**src/rtl/pri_rv32_lsu.sv**
```systemverilog
// Load/store unit: takes one execute-stage memory request, runs it on a single-port
// valid/ready data bus, and returns extended load data to writeback.
module pri_rv32_lsu #(
    parameter int unsigned TIMEOUT_CYCLES = 255,
    parameter int unsigned ADDR_W         = 32
) (
    input  logic              clk_i,
    input  logic              rst_n,
    input  logic              req_valid_i,
    output logic              req_ready_o,
    input  logic              req_is_store_i,
    input  logic [1:0]        req_size_i,
    input  logic              req_unsigned_i,
    input  logic [ADDR_W-1:0] req_addr_i,
    input  logic [31:0]       req_wdata_i,
    input  logic [4:0]        req_rd_i,
    output logic              mem_valid_o,
    input  logic              mem_ready_i,
    output logic              mem_we_o,
    output logic [ADDR_W-1:0] mem_addr_o,
    output logic [3:0]        mem_wstrb_o,
    output logic [31:0]       mem_wdata_o,
    input  logic [31:0]       mem_rdata_i,
    output logic              wb_valid_o,
    output logic [4:0]        wb_rd_o,
    output logic [31:0]       wb_data_o,
    output logic              misalign_o,
    output logic              bus_err_o,
    output logic              busy_o,
    output logic [1:0]        dbg_state_o
);

    // Handshakes: a transfer happens on a rising edge where valid && ready; the
    // initiator holds its payload stable from valid until that edge.
    typedef enum logic [1:0] {S_IDLE = 2'd0, S_ACCESS = 2'd1, S_RESP = 2'd2} state_t;

    localparam int CW = (TIMEOUT_CYCLES > 1) ? $clog2(TIMEOUT_CYCLES + 1) : 1;

    state_t            r_state;
    state_t            w_state_nxt;
    logic [ADDR_W-1:0] r_addr;
    logic [1:0]        r_size;
    logic              r_unsigned;
    logic              r_is_store;
    logic [4:0]        r_rd;
    logic [31:0]       r_wdata;
    logic [CW-1:0]     r_tcnt;
    logic              r_misalign;
    logic              r_bus_err;
    logic [31:0]       r_wb_data;
    logic [4:0]        r_wb_rd;

    logic              w_accept;
    logic              w_illegal;
    logic              w_tcnt_last;
    logic [1:0]        w_off;
    logic [31:0]       w_shift;
    logic [31:0]       w_load_data;
    logic [3:0]        w_wstrb;
    logic [31:0]       w_wdata_rep;

    assign w_accept  = req_valid_i && (r_state == S_IDLE);
    assign w_illegal = (req_size_i == 2'b11) ||
                       ((req_size_i == 2'b01) && req_addr_i[0]) ||
                       ((req_size_i == 2'b10) && (req_addr_i[1:0] != 2'b00));
    assign w_tcnt_last = (TIMEOUT_CYCLES != 0) &&
                         ({{(32-CW){1'b0}}, r_tcnt} == (TIMEOUT_CYCLES - 32'd1));
    assign w_off = r_addr[1:0];

    always_comb begin
        w_wdata_rep = req_wdata_i;
        case (req_size_i)
            2'b00:   w_wdata_rep = {4{req_wdata_i[7:0]}};
            2'b01:   w_wdata_rep = {2{req_wdata_i[15:0]}};
            default: w_wdata_rep = req_wdata_i;
        endcase
    end

    always_comb begin
        w_wstrb = 4'b0000;
        if (r_is_store) begin
            case (r_size)
                2'b00:   w_wstrb = 4'b0001 << w_off;
                2'b01:   w_wstrb = 4'b0011 << w_off;
                default: w_wstrb = 4'b1111;
            endcase
        end
    end

    // Bring the addressed lane down to bit 0, then extend from the access width.
    assign w_shift = mem_rdata_i >> {w_off, 3'b000};
    always_comb begin
        w_load_data = w_shift;
        case (r_size)
            2'b00:   w_load_data = r_unsigned ? {24'd0, w_shift[7:0]}
                                              : {{24{w_shift[7]}}, w_shift[7:0]};
            2'b01:   w_load_data = r_unsigned ? {16'd0, w_shift[15:0]}
                                              : {{16{w_shift[15]}}, w_shift[15:0]};
            default: w_load_data = w_shift;
        endcase
    end

    always_comb begin
        w_state_nxt = r_state;
        case (r_state)
            S_IDLE:   if (w_accept && !w_illegal) w_state_nxt = S_ACCESS;
            S_ACCESS: begin
                // A ready arriving on the terminal count still completes normally.
                if (mem_ready_i)      w_state_nxt = r_is_store ? S_IDLE : S_RESP;
                else if (w_tcnt_last) w_state_nxt = S_IDLE;
            end
            S_RESP:   w_state_nxt = S_IDLE;
            default:  w_state_nxt = S_IDLE;
        endcase
    end

    always_ff @(posedge clk_i or negedge rst_n) begin
        if (!rst_n) begin
            r_state    <= S_IDLE;
            r_addr     <= '0;
            r_size     <= 2'b00;
            r_unsigned <= 1'b0;
            r_is_store <= 1'b0;
            r_rd       <= 5'd0;
            r_wdata    <= 32'd0;
            r_tcnt     <= '0;
            r_misalign <= 1'b0;
            r_bus_err  <= 1'b0;
            r_wb_data  <= 32'd0;
            r_wb_rd    <= 5'd0;
        end else begin
            r_state    <= w_state_nxt;
            r_misalign <= w_accept && w_illegal;
            r_bus_err  <= (r_state == S_ACCESS) && !mem_ready_i && w_tcnt_last;
            if (w_accept && !w_illegal) begin
                r_addr     <= req_addr_i;
                r_size     <= req_size_i;
                r_unsigned <= req_unsigned_i;
                r_is_store <= req_is_store_i;
                r_rd       <= req_rd_i;
                r_wdata    <= w_wdata_rep;
                r_tcnt     <= '0;
            end else if ((r_state == S_ACCESS) && !mem_ready_i) begin
                r_tcnt <= r_tcnt + 1'b1;
            end
            if ((r_state == S_ACCESS) && mem_ready_i && !r_is_store) begin
                r_wb_data <= w_load_data;
                r_wb_rd   <= r_rd;
            end
        end
    end

    assign req_ready_o = (r_state == S_IDLE);
    assign mem_valid_o = (r_state == S_ACCESS);
    assign mem_we_o    = r_is_store && (r_state == S_ACCESS);
    assign mem_addr_o  = {r_addr[ADDR_W-1:2], 2'b00};
    assign mem_wstrb_o = w_wstrb;
    assign mem_wdata_o = r_wdata;
    assign wb_valid_o  = (r_state == S_RESP);
    assign wb_rd_o     = r_wb_rd;
    assign wb_data_o   = r_wb_data;
    assign misalign_o  = r_misalign;
    assign bus_err_o   = r_bus_err;
    assign busy_o      = (r_state != S_IDLE);
    assign dbg_state_o = r_state;

endmodule

```
**config.mk**
```make
export PLATFORM = sky130hd
export DESIGN_NAME = pri_rv32_lsu
export DESIGN_NICKNAME = d
export VERILOG_FILES = /design/src/rtl/pri_rv32_lsu.sv
export SDC_FILE = /design/constraint.sdc
export NUM_CORES = 1
export LEC_CHECK = 0
export ABC_CLOCK_PERIOD_IN_PS = 2700
export CORE_UTILIZATION = 39
export CTS_CLUSTER_DIAMETER = 150
export DETAILED_ROUTE_END_ITERATION = 16
export HOLD_SLACK_MARGIN = 0.08
export PLACE_DENSITY = 0.8
export SETUP_SLACK_MARGIN = 0.1
export SYNTH_ARGS = -nofsm -noshare
export SYNTH_HDL_FRONTEND = slang
export SYNTH_SLANG_ARGS = --single-unit
```
**constraint.sdc**
```tcl
create_clock -name clk_i -period 2.7 [get_ports clk_i]
set_input_delay 0.54 -clock clk_i [delete_from_list [all_inputs] [get_ports clk_i]]
set_output_delay 0.54 -clock clk_i [all_outputs]
set_load 0.005 [all_outputs]
```
==> results.toml <==
[status]
status = "complete, no violations"

[sta]
slew_violations = 0
hold_viol_final = 0
skew_ps = 7.36
setup_viol = 0
fin_crit_sh = 0.933
rsz0062_at_grt = "false"
finalCriticalPeriod_ps = 2520
timing.fmax_ghz = 0.397
max_slew_margin = 0.510
tns_ps = 0
worst_pin_slew_ps = 735

[floorplanning]
chipWidth_um = 124
die-area_mm2 = 0.0154
core-area_mm2 = 0.0145
fp.dieH_um = 124
io_pins = 223
placementRows = 44
start_util = 0.401

[yosys]
syn-cell-area_mm2 = 0.00582
synth.avg_cell_area_um2 = 10.8
ys.flop_type = "dfrtp_1"
netlist-cell-type-count = 41
async_flop_share = 1.00
syn_inst = 540
ys_seq_area_frac = 0.524
yosys_warnings = 0
ys_ff_latch = 122
synth_edf_count = 0

[critical_path]
crit_path_start_kind = "flop"
worstSetupEndpointType = "output port"
worstPathRequired_ps = 2160
path_max_fanout = 9
crit_arrival_ps = 1980
path_class = "flop to output port"

[global_routing]
grt_antenna_before_repair = 0
grt_pass1_vias = 5046
grtUsageTotal = 0.208
overflow = 0
grt_pass1_wl_mm = 25.4
grt_max_degree = 56

[worst_hold_path]
hold_class = "primary input to asynchronous set/reset pin"

[drt]
wl_mm = 15.5
drc = 0
wl_per_cell_um = 16.8
viasPerCell = 5.12
drt_iter0_markers = 279
final_antenna_net_count = 0
dr.pass1.iters = 4
dr_total_vias = 4719

[layout]
multiInputGateArea_mm2 = 0.00238
nFillCells = 1211
area_delta_synth_final_pct = 47.6
antenna_cells = 0
nets = 837
seq_area_mm2 = 0.00305
final_common_cell = "clkdlybuf4s50_1"
final_cell_mix = "clkdlybuf4s50_1, dfrtp_1, nand2_1, mux2_2, mux2i_1"
drive_gt1_frac = 0.142

[clocking]
clk_pin_slew_ps = 50
clock_path_buffers = 2
numCtsBuffers = 17
cts.sinks = 122
root_buffer = "clkbuf_16"
cts_tree = "done"
clkLatencyLatePin_ps = 410
htree_levels = 4

[placed_design]
io_buffers = 220
routabilityCongestion = 0.880
dp_hpwl_mm = 11.5

[pwr]
peakVddDrop_mv = 0.447
p_total_uw = 8230
leakage_uw = 0.00375
p_per_area_mw_per_mm2 = 957

[job]
timing.max_cap.violations = 0
-- routing by layer --
metal | part of all wire | GRT usage | routed length, µm | vias up
met5 | 0 | 0 | 0 | -
met1 | 0.41 | 0.244 | 6400 | 2309
met4 | 0.018 | 0.0808 | 283 | 0
met2 | 0.50 | 0.359 | 7830 | 167
li1 | - | - | - | 2222
met3 | 0.065 | 0.0573 | 1010 | 21
-- worst max-delay path, stage by stage, from the launching register on --
cell	delay [ps]
dfrtp_1	450
and2b_2	300
a211oi_1	250
nor2b_1	70
clkdlybuf4s50_1	490
-- power breakdown --
group / total (µW) / internal (µW) / switching [µW]
registers: 2930 / 2490 / 435
logic: 2900 / 1810 / 1080
clock network: 2410 / 1630 / 778
-- synth_stat cells (2+ instances only) --
| cell | instances | area [µm²] |
|---|---|---|
| and2_1 | 7 | 43.8 |
| inv_1 | 3 | 11.3 |
| and3_1 | 2 | 12.5 |
| nor2b_1 | 7 | 43.8 |
| o21ai_0 | 40 | 200 |
| buf_1 | 2 | 7.51 |
| nor3_1 | 4 | 20.0 |
| nand4_1 | 5 | 31.3 |
| o21a_1 | 3 | 22.5 |
| dfrtp_1 | 122 | 3050 |
| mux2_2 | 57 | 642 |
| clkbuf_1 | 13 | 48.8 |
| mux2i_1 | 44 | 440 |
| nor2_1 | 42 | 158 |
| xor2_1 | 4 | 35.0 |
| buf_2 | 16 | 80.1 |
| a211oi_1 | 2 | 15.0 |
| ha_1 | 2 | 25.0 |
| nand2_1 | 63 | 236 |
| nand3_1 | 15 | 75.1 |
| a221o_1 | 9 | 90.1 |
| buf_4 | 32 | 240 |
| a21oi_1 | 27 | 135 |
| o2bb2ai_1 | 2 | 17.5 |
-- per-stage QoR --
stage | setup WS, ps | hold slack [ps] | instances | util | instance area (µm²)
final | 181 | 178 | 922 | 0.592 | 8600
after global routing | 102 | 252 | 922 | 0.592 | 8600
after CTS | 127 | 202 | 922 | 0.592 | 8600
after detailed placement | 171 | 457 | 891 | 0.548 | 7970
after global placement | 246 | 445 | 891 | 0.548 | 7970
after floorplan | 891 | 244 | 541 | - | 5830
-- registers in the layout, summed over array words and instances, names as in the netlist --
signal       count
r_tcnt           8
wb_data_o       32
bus_err_o        1
wb_rd_o          5
dbg_state_o      2
r_rd             5
mem_wdata_o     32
r_unsigned       1
r_addr          32
r_is_store       1
r_size           2
misalign_o       1
-- final cells by class --
cell class | count | share of cell area
Clock buffer | 23 | 0.0567
Clock inverter | 8 | 0.0163
Inverter | 3 | 0.00131
Multi-Input combinational cell | 351 | 0.277
Sequential cell | 122 | 0.355
Tap cell | 184 | 0.0268
Timing Repair Buffer | 231 | 0.267
-- logic make-up (layout without fill, tap and decap cells) --
logic type      Yosys count  in the layout  synth area share
mux                     101            101             0.186
compound gates           86             86            0.0874
xor+xnor                  5              5           0.00752
other cells               1              2          0.000644
simple gates            155            155             0.121
fa+ha+maj                 2              2           0.00430
buf+inv                  68            265            0.0694
flops                   122            122             0.524
-- final timing paths --
check                          startpoint        endpoint  slack (ps)  cells after the start
max                             r_addr[0]  mem_wstrb_o[2]         180                      4
min                                 rst_n  mem_wdata_o[0]         180                      1
max reg2reg                dbg_state_o[1]      r_addr[22]         790                      4
min reg2reg                       r_rd[0]      wb_rd_o[0]         470                      2
max in group asynchronous           rst_n       r_addr[9]        1750                      2
min in group clk_i                r_rd[0]      wb_rd_o[0]         470                      2
-- what timing repair did --
item | 4_1_cts | 5_1_grt
setup endpoints to repair | 1 | 1
resized for setup | 1 | 1
hold buffers | 0 | 0
pin swaps | 0 | 0
buffers inserted | 0 | 0
Note: power is estimated with default switching activity, not from simulation.
